`src/rtl/rc4_pkg.sv`:
```
// Shared types, constants and helpers for the RC4 key checker.
package rc4_pkg;

  localparam int         KEY_BYTES = 3;
  localparam logic [7:0] CHAR_LO   = 8'h61;
  localparam logic [7:0] CHAR_HI   = 8'h7A;
  localparam logic [7:0] CHAR_SP   = 8'h20;

  // Top-level phases. DECRYPT is split into its per-byte sub-steps.
  typedef enum logic [3:0] {
    ST_IDLE,
    ST_INIT,
    ST_SHUFFLE,
    ST_DEC_INC,
    ST_DEC_SWAP,
    ST_DEC_RDF,
    ST_DEC_CHK,
    ST_FAIL,
    ST_PASS
  } state_t;

  // Swap sequencer steps. SQ_IDLE doubles as the "read S[i]" cycle.
  typedef enum logic [2:0] {
    SQ_IDLE,
    SQ_WAIT_I,
    SQ_RD_J,
    SQ_WAIT_J,
    SQ_WR_I,
    SQ_WR_J
  } seq_state_t;

  // Key bytes are big-endian: byte 0 is the most significant.
  function automatic logic [7:0] key_byte(input logic [23:0] key, input logic [1:0] idx);
    case (idx)
      2'd0:    return key[23:16];
      2'd1:    return key[15:8];
      default: return key[7:0];
    endcase
  endfunction

  // Accepted plaintext: lowercase letters or space.
  function automatic logic is_valid_char(input logic [7:0] b);
    return (b == CHAR_SP) || ((b >= CHAR_LO) && (b <= CHAR_HI));
  endfunction

endpackage

```
`src/rtl/rc4_swap_seq.sv`:
```
// Read S[i], compute j' = j + S[i] + addend, read S[j'], write S[i]=S[j'], S[j']=S[i].
// Six cycles per swap; the idle cycle with start high is the S[i] read.
module rc4_swap_seq
  import rc4_pkg::*;
(
  input  logic       clk,
  input  logic       reset,
  input  logic       clear,
  input  logic       start,
  input  logic [7:0] i,
  input  logic [7:0] j,
  input  logic [7:0] addend,
  input  logic [7:0] rdata,
  output logic [7:0] addr,
  output logic [7:0] wdata,
  output logic       wren,
  output logic       done,
  output logic [7:0] j_new,
  output logic [7:0] si,
  output logic [7:0] sj
);

  seq_state_t state, next_state;

  // State register.
  // NOTE: clocked state uses non-blocking (<=) so all registers update together at the edge.
  always_ff @(posedge clk or negedge reset) begin
    if (!reset) state <= SQ_IDLE;
    else        state <= next_state;
  end

  // Next-state: fixed read-read-write-write walk, abortable by clear.
  always_comb begin
    next_state = state;
    if (clear) begin
      next_state = SQ_IDLE;
    end else begin
      case (state)
        SQ_IDLE:   if (start) next_state = SQ_WAIT_I;
        SQ_WAIT_I: next_state = SQ_RD_J;
        SQ_RD_J:   next_state = SQ_WAIT_J;
        SQ_WAIT_J: next_state = SQ_WR_I;
        SQ_WR_I:   next_state = SQ_WR_J;
        default:   next_state = SQ_IDLE;
      endcase
    end
  end

  // Capture S[i], the new j and S[j] as read data returns.
  always_ff @(posedge clk or negedge reset) begin
    if (!reset) begin
      j_new <= '0;
      si    <= '0;
      sj    <= '0;
    end else begin
      if (state == SQ_WAIT_I) begin
        si    <= rdata;
        j_new <= j + rdata + addend;
      end
      if (state == SQ_WAIT_J) sj <= rdata;
    end
  end

  // S-RAM drive per step.
  always_comb begin
    // NOTE: every output gets a default first so no path leaves it unassigned (no latch).
    addr  = i;
    wdata = '0;
    wren  = 1'b0;
    done  = 1'b0;
    case (state)
      SQ_RD_J, SQ_WAIT_J: addr = j_new;
      SQ_WR_I: begin
        addr  = i;
        wdata = sj;
        wren  = 1'b1;
      end
      SQ_WR_J: begin
        addr  = j_new;
        wdata = si;
        wren  = 1'b1;
        done  = 1'b1;
      end
      default: ;
    endcase
  end

endmodule

```
`config.mk`:
```
export PLATFORM = sky130hd
export DESIGN_NAME = rc4_swap_seq
export DESIGN_NICKNAME = d
export VERILOG_FILES = /design/src/rtl/rc4_pkg.sv /design/src/rtl/rc4_swap_seq.sv
export SDC_FILE = /design/constraint.sdc
export NUM_CORES = 1
export LEC_CHECK = 0
export ABC_CLOCK_PERIOD_IN_PS = 3200
export CAP_MARGIN = 20
export CORE_MARGIN = 2
export CORE_UTILIZATION = 44
export DETAILED_ROUTE_END_ITERATION = 7
export PLACE_DENSITY = 0.82
export SKIP_LAST_GASP = 1
export SYNTH_ARGS = -nofsm -noshare
export SYNTH_HDL_FRONTEND = slang
export SYNTH_SLANG_ARGS = --single-unit
```
`constraint.sdc`:
```
create_clock -name clk -period 3.2 [get_ports clk]
set_input_delay 0.96 -clock clk [delete_from_list [all_inputs] [get_ports clk]]
set_output_delay 0.96 -clock clk [all_outputs]
set_load 0.005 [all_outputs]
```
# [Word level (Yosys, flattened, before mapping)]
# Index checks and enable logic that the tools add are counted.
[word_totals] input_bits=36 wordCells=22 output_inout_bits=42 reg_bits=27
[classes] n_reduce_logical=3 add_sub_neg=2 muxes=7 n_eq_ne=6
[op_table] cell="$add 8x8->8" n=2
[op_table] cell="$pmux 8 s2" n=1
[op_table] cell="$pmux 3 s5" n=1
[op_table] cell="$mux 8" n=1
[op_table] cell="$eq 3x2->1 const B" n=2
[op_table] cell="$eq 3x3->1 const B" n=2
[op_table] cell="$mux 3" n=2
[op_table] cell="$eq 3x1->1 const B" n=1
[op_table] cell="$logic_not 3->1" n=1
[op_table] cell="$ne 3x3->1 const B" n=1
[op_table] cell="$reduce_or 3->1" n=1
[op_table] cell="$mux 1" n=2
[op_table] cell="$reduce_or 2->1" n=1

# [Depth between registers and ports, before layout]
# Gate-level depths: netlist of the first run.
[depth] word_depth=3 mapped_depth=9 mapped_depth_nobuf=9

# [Worst setup path after synthesis of the first run]
# No wires, ideal clock.
[synth_path] path_type="input to register" start="input port j[1]" end="register j_new[5]" path_buffers=0 t_required_ns=3.076 path_slack_ns=0.486 arrival_time_ns=2.590 setup_ns=0.124 stages=7 path_cell_list="fa_1 -> ha_1 -> fa_1 -> a21o_1 -> a21oi_1 -> xor2_1 -> o21ai_1"
[synth_between] elab_chain_cells=2
[synth_lines] item="start: declaration" line="rc4_swap_seq.sv:11" source="input logic [7:0] j,"
[synth_lines] item="$add 8x8->8 (2 in series)" line="rc4_swap_seq.sv:58" source="j_new <= j + rdata + addend;"
[synth_lines] item="end signal: assignment" line="rc4_swap_seq.sv:58"
[synth_lines] item="end: declaration" line="rc4_swap_seq.sv:18" source="output logic [7:0] j_new,"
# Every way passes these cells.
# A chain may end at the register's enable or synchronous reset.

# [Worst setup path after layout of the first run]
[layout_path] start="input port i[0]" end="output port addr[0]"
[layout_between] elab_chain_cells=1
[layout_lines] item="start: declaration" line="rc4_swap_seq.sv:10" source="input logic [7:0] i,"
[layout_lines] item="$mux 8" line="rc4_swap_seq.sv:71" source="case (state)"
[layout_lines] item="end: declaration" line="rc4_swap_seq.sv:14" source="output logic [7:0] addr,"
# Every way passes these cells.

==> results by group, run 1 <==
Run status
  • Status: complete, no violations

Yosys
  • Synth Net Count: 211
  • Adder-Cell Fraction of Synth Area: 14.1%
  • Synth Area in XOR/XNOR: 4.73%
  • Mux share of post-synthesis cell area: 14.9%
  • Library cells used by synthesis: 31
  • Number of synthesized flops with an enable pin: 0
  • Compound-Gate Fraction of Synth Area: 7.96%
  • Synth Warn #: 0
  • Post-Synthesis Cells: 161
  • Synth Flop Type: dfrtp_1
  • Combinational family with the most area after synthesis: multiplexers
  • Sequential element share of the synthesized area: 40.5%
  • Syn Area/Cell: 10.4 µm²
  • Synth Cell Area: 1670 µm²
  • Simple-Gate Fraction of Synth Area: 13.9%
  • Asr flop ratio synth: 100%
  • Flops & latches, synth: 27

Finish
  • Share of cells above drive strength 1: 11.6%
  • FILL cells: 278
  • Layout Nets: 292
  • Layout area overhead: 53.0%
  • Multi-input gate area: 927 µm²
  • Diodes inserted: 0
  • Final Non-Filler Cells: 289
  • Reg area: 676 µm²

Timing
  • Clock skew: 0.00392 ns
  • Setup TNS Final: 0 ns
  • Slew Limit Headroom: 49.2%
  • RSZ-0062 raised after global routing: false
  • Maximum clock frequency: 328 MHz
  • Slew Limit Fails: 0
  • Setup violators final: 0
  • Fin crit period: 3.05 ns
  • Final hold viol count: 0
  • Final period util: 95.4%
  • Worst Tran Pin Value: 0.761 ns

Placement
  • Port Buffers: 77
  • Placed cells: 285
  • Gpl congestion: 0.830
  • Post-DP HPWL: 3080 µm

Clocking
  • CTS buffer count: 3
  • Clock-pin slew on the worst setup and hold paths: 0.10 ns
  • TritonCTS clock tree: yes
  • Post-cts sizing count: 0
  • Worst-Skew Late Latency: 0.27 ns
  • Post-CTS setup buffer count: 0
  • Root Driver: clkbuf_8
  • Deepest clock path buffer count: 2
  • H-tree depth: 1
  • TritonCTS Sinks: 27
  • Hold buffers post-CTS: 0

Floorplanning
  • DIE WIDTH: 65.5 µm
  • Boundary pin count: 78
  • Initial Utilization: 45.5%
  • Die height: 65.5 µm
  • Core area: 3660 µm²
  • Row cnt: 22
  • Die ar.: 4300 µm²

Min path
  • Hold path cells: 2
  • Hold_sp: si[7]
  • HP Class: flip-flop to flip-flop
  • Hold endpoint: si[7]

Flow run
  • # Max-Cap Violations: 0

Setup path
  • Setup CP Type: primary input to output pin
  • R2R setup slack: 1.54 ns
  • WP data required: 2.24 ns
  • Worst EP arrival: 2.09 ns
  • R2R cell count: 4
  • Crit end category: output pin
  • Worst r2r src: state[1]
  • CP max FO: 1
  • Worst setup SP type: primary input
  • Reg2reg end: j_new[7]

Route
  • Via-per-instance ratio: 5.06
  • Final ANT Viol Nets: 0
  • DR WL/cell: 13.6 µm
  • Drt drc: 0
  • Via total after detailed routing: 1461
  • DRT Pass-1 Iters: 4
  • Drt first-iter violations: 74
  • Post-Route WL: 3930 µm

Power and ir drop
  • Final Total Pwr: 1510 µW
  • Maximum vdd ir drop: 0.413 mV
  • Leakage: 0.00109 µW
  • Pwr per Cell Area: 594 nW/µm²

Global routing
  • Vias in the first global route: 1403
  • Remaining Overflow, GRT: 0
  • Antenna violations before repair: 0
  • GRT Resource Usage Total: 19.9%
  • Global-route wire length before repair: 6510 µm
  • Largest net degree at the start of global routing: 28
cell type report:
type	instances	share of cell area (%)
Clock buffer	3	1.62
Tap cell	48	2.36
Sequential cell	27	26.5
Timing Repair Buffer	82	31.7
Clock inverter	1	0.294
Inverter	8	1.18
Multi-Input combinational cell	120	36.4
metrics by stage:
step	util (%)	hold WS [ns]	worst slack, ns	cell area, µm²
floorplan	-	0.488	0.486	1670
global placement	68.3	0.490	-0.0767	2500
detailed placement	68.3	0.494	-0.129	2500
CTS	69.7	0.518	0.131	2550
global route	69.7	0.559	0.00915	2550
finish	69.7	0.512	0.147	2550
where the power goes:
group / internal, µW / switching, µW / total [µW]
registers: 477 / 107 / 584
clock network: 88.4 / 110 / 198
logic: 469 / 264 / 732
total: 1030 / 480 / 1510
worst max-delay path by stage:
stage	start	endpoint	depth (start not counted)
finish	i[0]	addr[0]	3
CTS	state[1]	addr[7]	5
detailed placement	rdata[1]	j_new[5]	8
floorplan	j[1]	j_new[5]	7
global route	state[1]	addr[7]	5
global placement	rdata[1]	j_new[7]	8
synthesized netlist by cell type, types with 3 or more instances:
library cell  instances  area [µm²]
inv_1                 7        26.3
ha_1                  6        75.1
buf_2                 3        15.0
mux2_2               14         158
fa_1                  8         160
xnor2_1               7        61.3
o21ai_1               7        35.0
mux2i_1               8        80.1
dfrtp_1              27         676
nor2_1                8        30.0
nand2_1              35         131
a21oi_1               5        25.0
layer usage:
| metal | GRT usage [%] | vias to the layer above | wire, µm |
|---|---|---|---|
| li1 | - | 698 | - |
| met1 | 24.5 | 691 | 1600 |
| met2 | 34.4 | 68 | 1920 |
| met3 | 5.48 | 4 | 371 |
| met4 | 5.47 | 0 | 42 |
| met5 | 0 | - | 0 |
placed cells by master, fill, tap and decap left out, types with 6 or more instances in the layout:
cell	synthesis	final
nor2_1	8	8
fa_1	8	8
mux2_2	14	14
ha_1	6	6
inv_1	7	7
nand2_1	35	35
o21ai_1	7	7
xnor2_1	7	7
clkdlybuf4s50_1	0	77
mux2i_1	8	8
dfrtp_1	27	27
flip-flops by register name (all words and copies together), names as in the netlist:
name / flops
j_new: 8
si: 8
sj: 8
state: 3
kinds of logic (layout without fill, tap and decap cells):
group,after synthesis,in the layout
compound gates,21,21
xor+xnor,9,9
fa+ha+maj,14,14
buf+inv,14,94
flops,27,27
mux,23,23
simple gates,53,53
worst max-delay path, stage by stage:
cell and delay [ns]:
clkdlybuf4s50_1 0.40, mux2_1 0.28, clkdlybuf4s50_1 0.45
(Power assumes the default switching activity.)
==> run 2, diff against run 1 <==
--- a/config.mk
+++ b/config.mk
@@ -8,9 +8,10 @@
 export ABC_CLOCK_PERIOD_IN_PS = 3200
 export CAP_MARGIN = 20
 export CORE_MARGIN = 2
-export CORE_UTILIZATION = 44
+export CORE_UTILIZATION = 38
+export CTS_CLUSTER_SIZE = 8
 export DETAILED_ROUTE_END_ITERATION = 7
-export PLACE_DENSITY = 0.82
+export PLACE_DENSITY = 0.72
 export SKIP_LAST_GASP = 1
 export SYNTH_ARGS = -nofsm -noshare
 export SYNTH_HDL_FRONTEND = slang
==> run 2 against run 1 <==
Compared with the run above: first-iteration DRC count fell by 36%; combinational power barely moved; die area rose by 15%; largest power group unchanged; routed wire length rose by 2.2%; sequential share of layout area barely moved; utilization fell by 10 points; sequential power barely moved; maximum frequency fell by 0.51%; critical path type is now primary input to flip-flop; critical endpoint is now j_new[7].
==> results by group, run 2 (synthesis results as in run 1) <==
Run status
  • Status: complete, no violations

Route
  • Post-Route WL: 4020 µm
  • Final ANT Viol Nets: 0
  • Via-per-instance ratio: 4.84
  • Drt first-iter violations: 47
  • Drt drc: 0
  • DRT Pass-1 Iters: 4
  • DR WL/cell: 13.7 µm
  • Via total after detailed routing: 1419

Finish
  • Share of cells above drive strength 1: 11.2%
  • Layout area overhead: 53.1%
  • Leading cell type in the layout, fill and taps excluded: clkdlybuf4s50_1
  • Layout Nets: 292
  • Leading cell types in the layout, fill and taps excluded: 77 x clkdlybuf4s50_1, 35 x nand2_1, 27 x dfrtp_1, 14 x mux2_2
  • Largest registers: j_new x8, si x8, sj x8
  • Post-layout instance area: 2550 µm²
  • Diodes inserted: 0
  • Finished Core Util: 59.4%

Setup path
  • WP data required: 3.33 ns
  • CP max FO: 3
  • Crit end category: flip-flop
  • CP delay by family, top: adder cells
  • Worst setup SP type: primary input
  • Slowest-stage cell, CP: clkdlybuf4s50_1
  • Setup CP Type: primary input to flip-flop
  • CP Cell Sequence: clkdlybuf4s50_1, fa_1, ha_1, fa_1, a211oi_1, o21ai_0, xnor2_1, o21ai_1
  • Worst path most repeated cell: fa_1
  • Worst EP arrival: 3.19 ns
  • Critical Path Max Stage Delay: 0.53 ns
  • CP bufs+invs: 1

Clocking
  • H-tree depth: 1
  • Post-cts sizing count: 0
  • Post-CTS setup buffer count: 0
  • Worst-Skew Late Latency: 0.26 ns
  • TritonCTS Sinks: 27
  • Deepest clock path buffer count: 2
  • TritonCTS clock tree: yes
  • Hold buffers post-CTS: 0
  • CTS buffer count: 3
  • Clock-pin slew on the worst setup and hold paths: 0.09 ns
  • Root Driver: clkbuf_8

Floorplanning
  • Die height: 70.2 µm
  • Core area: 4290 µm²
  • Boundary pin count: 78
  • Row cnt: 24
  • DIE WIDTH: 70.2 µm
  • Initial Utilization: 38.8%
  • Die ar.: 4930 µm²

Placement
  • Placed Instance Area: 2510 µm²
  • Gpl congestion: 0.774
  • Worst slack at placement: -0.154 ns
  • Port Buffers: 77
  • Post-DP HPWL: 3200 µm

Global routing
  • Vias in the first global route: 1441
  • Remaining Overflow, GRT: 0
  • Antenna violations before repair: 0
  • GRT Resource Usage Total: 17.3%
  • Largest net degree at the start of global routing: 28
  • Global-route wire length before repair: 6910 µm

Timing
  • RSZ-0062 raised after global routing: false
  • Setup violators final: 0
  • Maximum clock frequency: 326 MHz
  • Clock skew: 0.00320 ns
  • Worst Slack Setup Final: 0.131 ns
  • Final hold viol count: 0
  • Fin crit period: 3.07 ns
  • Slew Limit Fails: 0
  • Slew Limit Headroom: 47.8%
  • Worst Tran Pin Value: 0.783 ns
  • Final period util: 95.9%

Min path
  • HP Class: flip-flop to flip-flop

Power and ir drop
  • Leakage: 0.00109 µW
  • Maximum vdd ir drop: 0.351 mV
  • Pwr per Cell Area: 590 nW/µm²

Flow run
  • # Max-Cap Violations: 0
run 2: worst paths after layout:
path,from,to,slack (ns),cells past startpoint
hold reg to reg,si[0],si[0],0.52,2
hold / removal,si[0],si[0],0.52,2
setup reg to reg,state[1],j_new[5],1.55,4
min in group asynchronous,reset,state[0],1.06,2
setup / recovery,rdata[1],j_new[7],0.13,8
max in group asynchronous,reset,si[3],1.88,2
run 2: per-stage QoR:
| step | hold WS, ns | std cells | power [µW] | setup TNS [ns] |
|---|---|---|---|---|
| 2_1_floorplan | 0.488 | 161 | 892 | 0 |
| 3_3_place_gp | 0.489 | 289 | 1310 | -0.170 |
| 6_report | 0.515 | 293 | 1510 | 0 |
| 5_1_grt | 0.550 | 293 | 1630 | 0 |
| 3_5_place_dp | 0.497 | 289 | 1330 | -0.267 |
| 4_1_cts | 0.519 | 293 | 1520 | 0 |
run 2: final cells by class:
| class | instances | area [µm²] |
|---|---|---|
| Multi-Input combinational cell | 120 | 927 |
| Sequential cell | 27 | 676 |
| Timing Repair Buffer | 82 | 808 |
| Clock buffer | 4 | 45.0 |
| Inverter | 8 | 30.0 |
| Tap cell | 52 | 65.1 |
| Fill cell | 375 | 1740 |
run 2: layer usage:
metal / vias to the layer above / global-route usage, % / wire (µm) / share of wire, %
li1: 699 / - / - / -
met1: 665 / 24.2 / 1890 / 47
met2: 53 / 28.3 / 1880 / 47
met3: 2 / 3.90 / 232 / 5.8
met4: 0 / 2.56 / 11 / 0.27
met5: - / 0 / 0 / 0
run 2: report_power, final:
part           internal [µW]  total, µW  switching, µW
combinational            469        730            262
sequential               477        585            108
clock                   89.0        190            101
total                   1030       1510            470
run 2: worst reg2reg max path: stages, from the launching register on:
cell,delay [ns]
dfrtp_1,0.43
buf_4,0.18
or3_1,0.65
nand2_1,0.19
o21ai_1,0.07
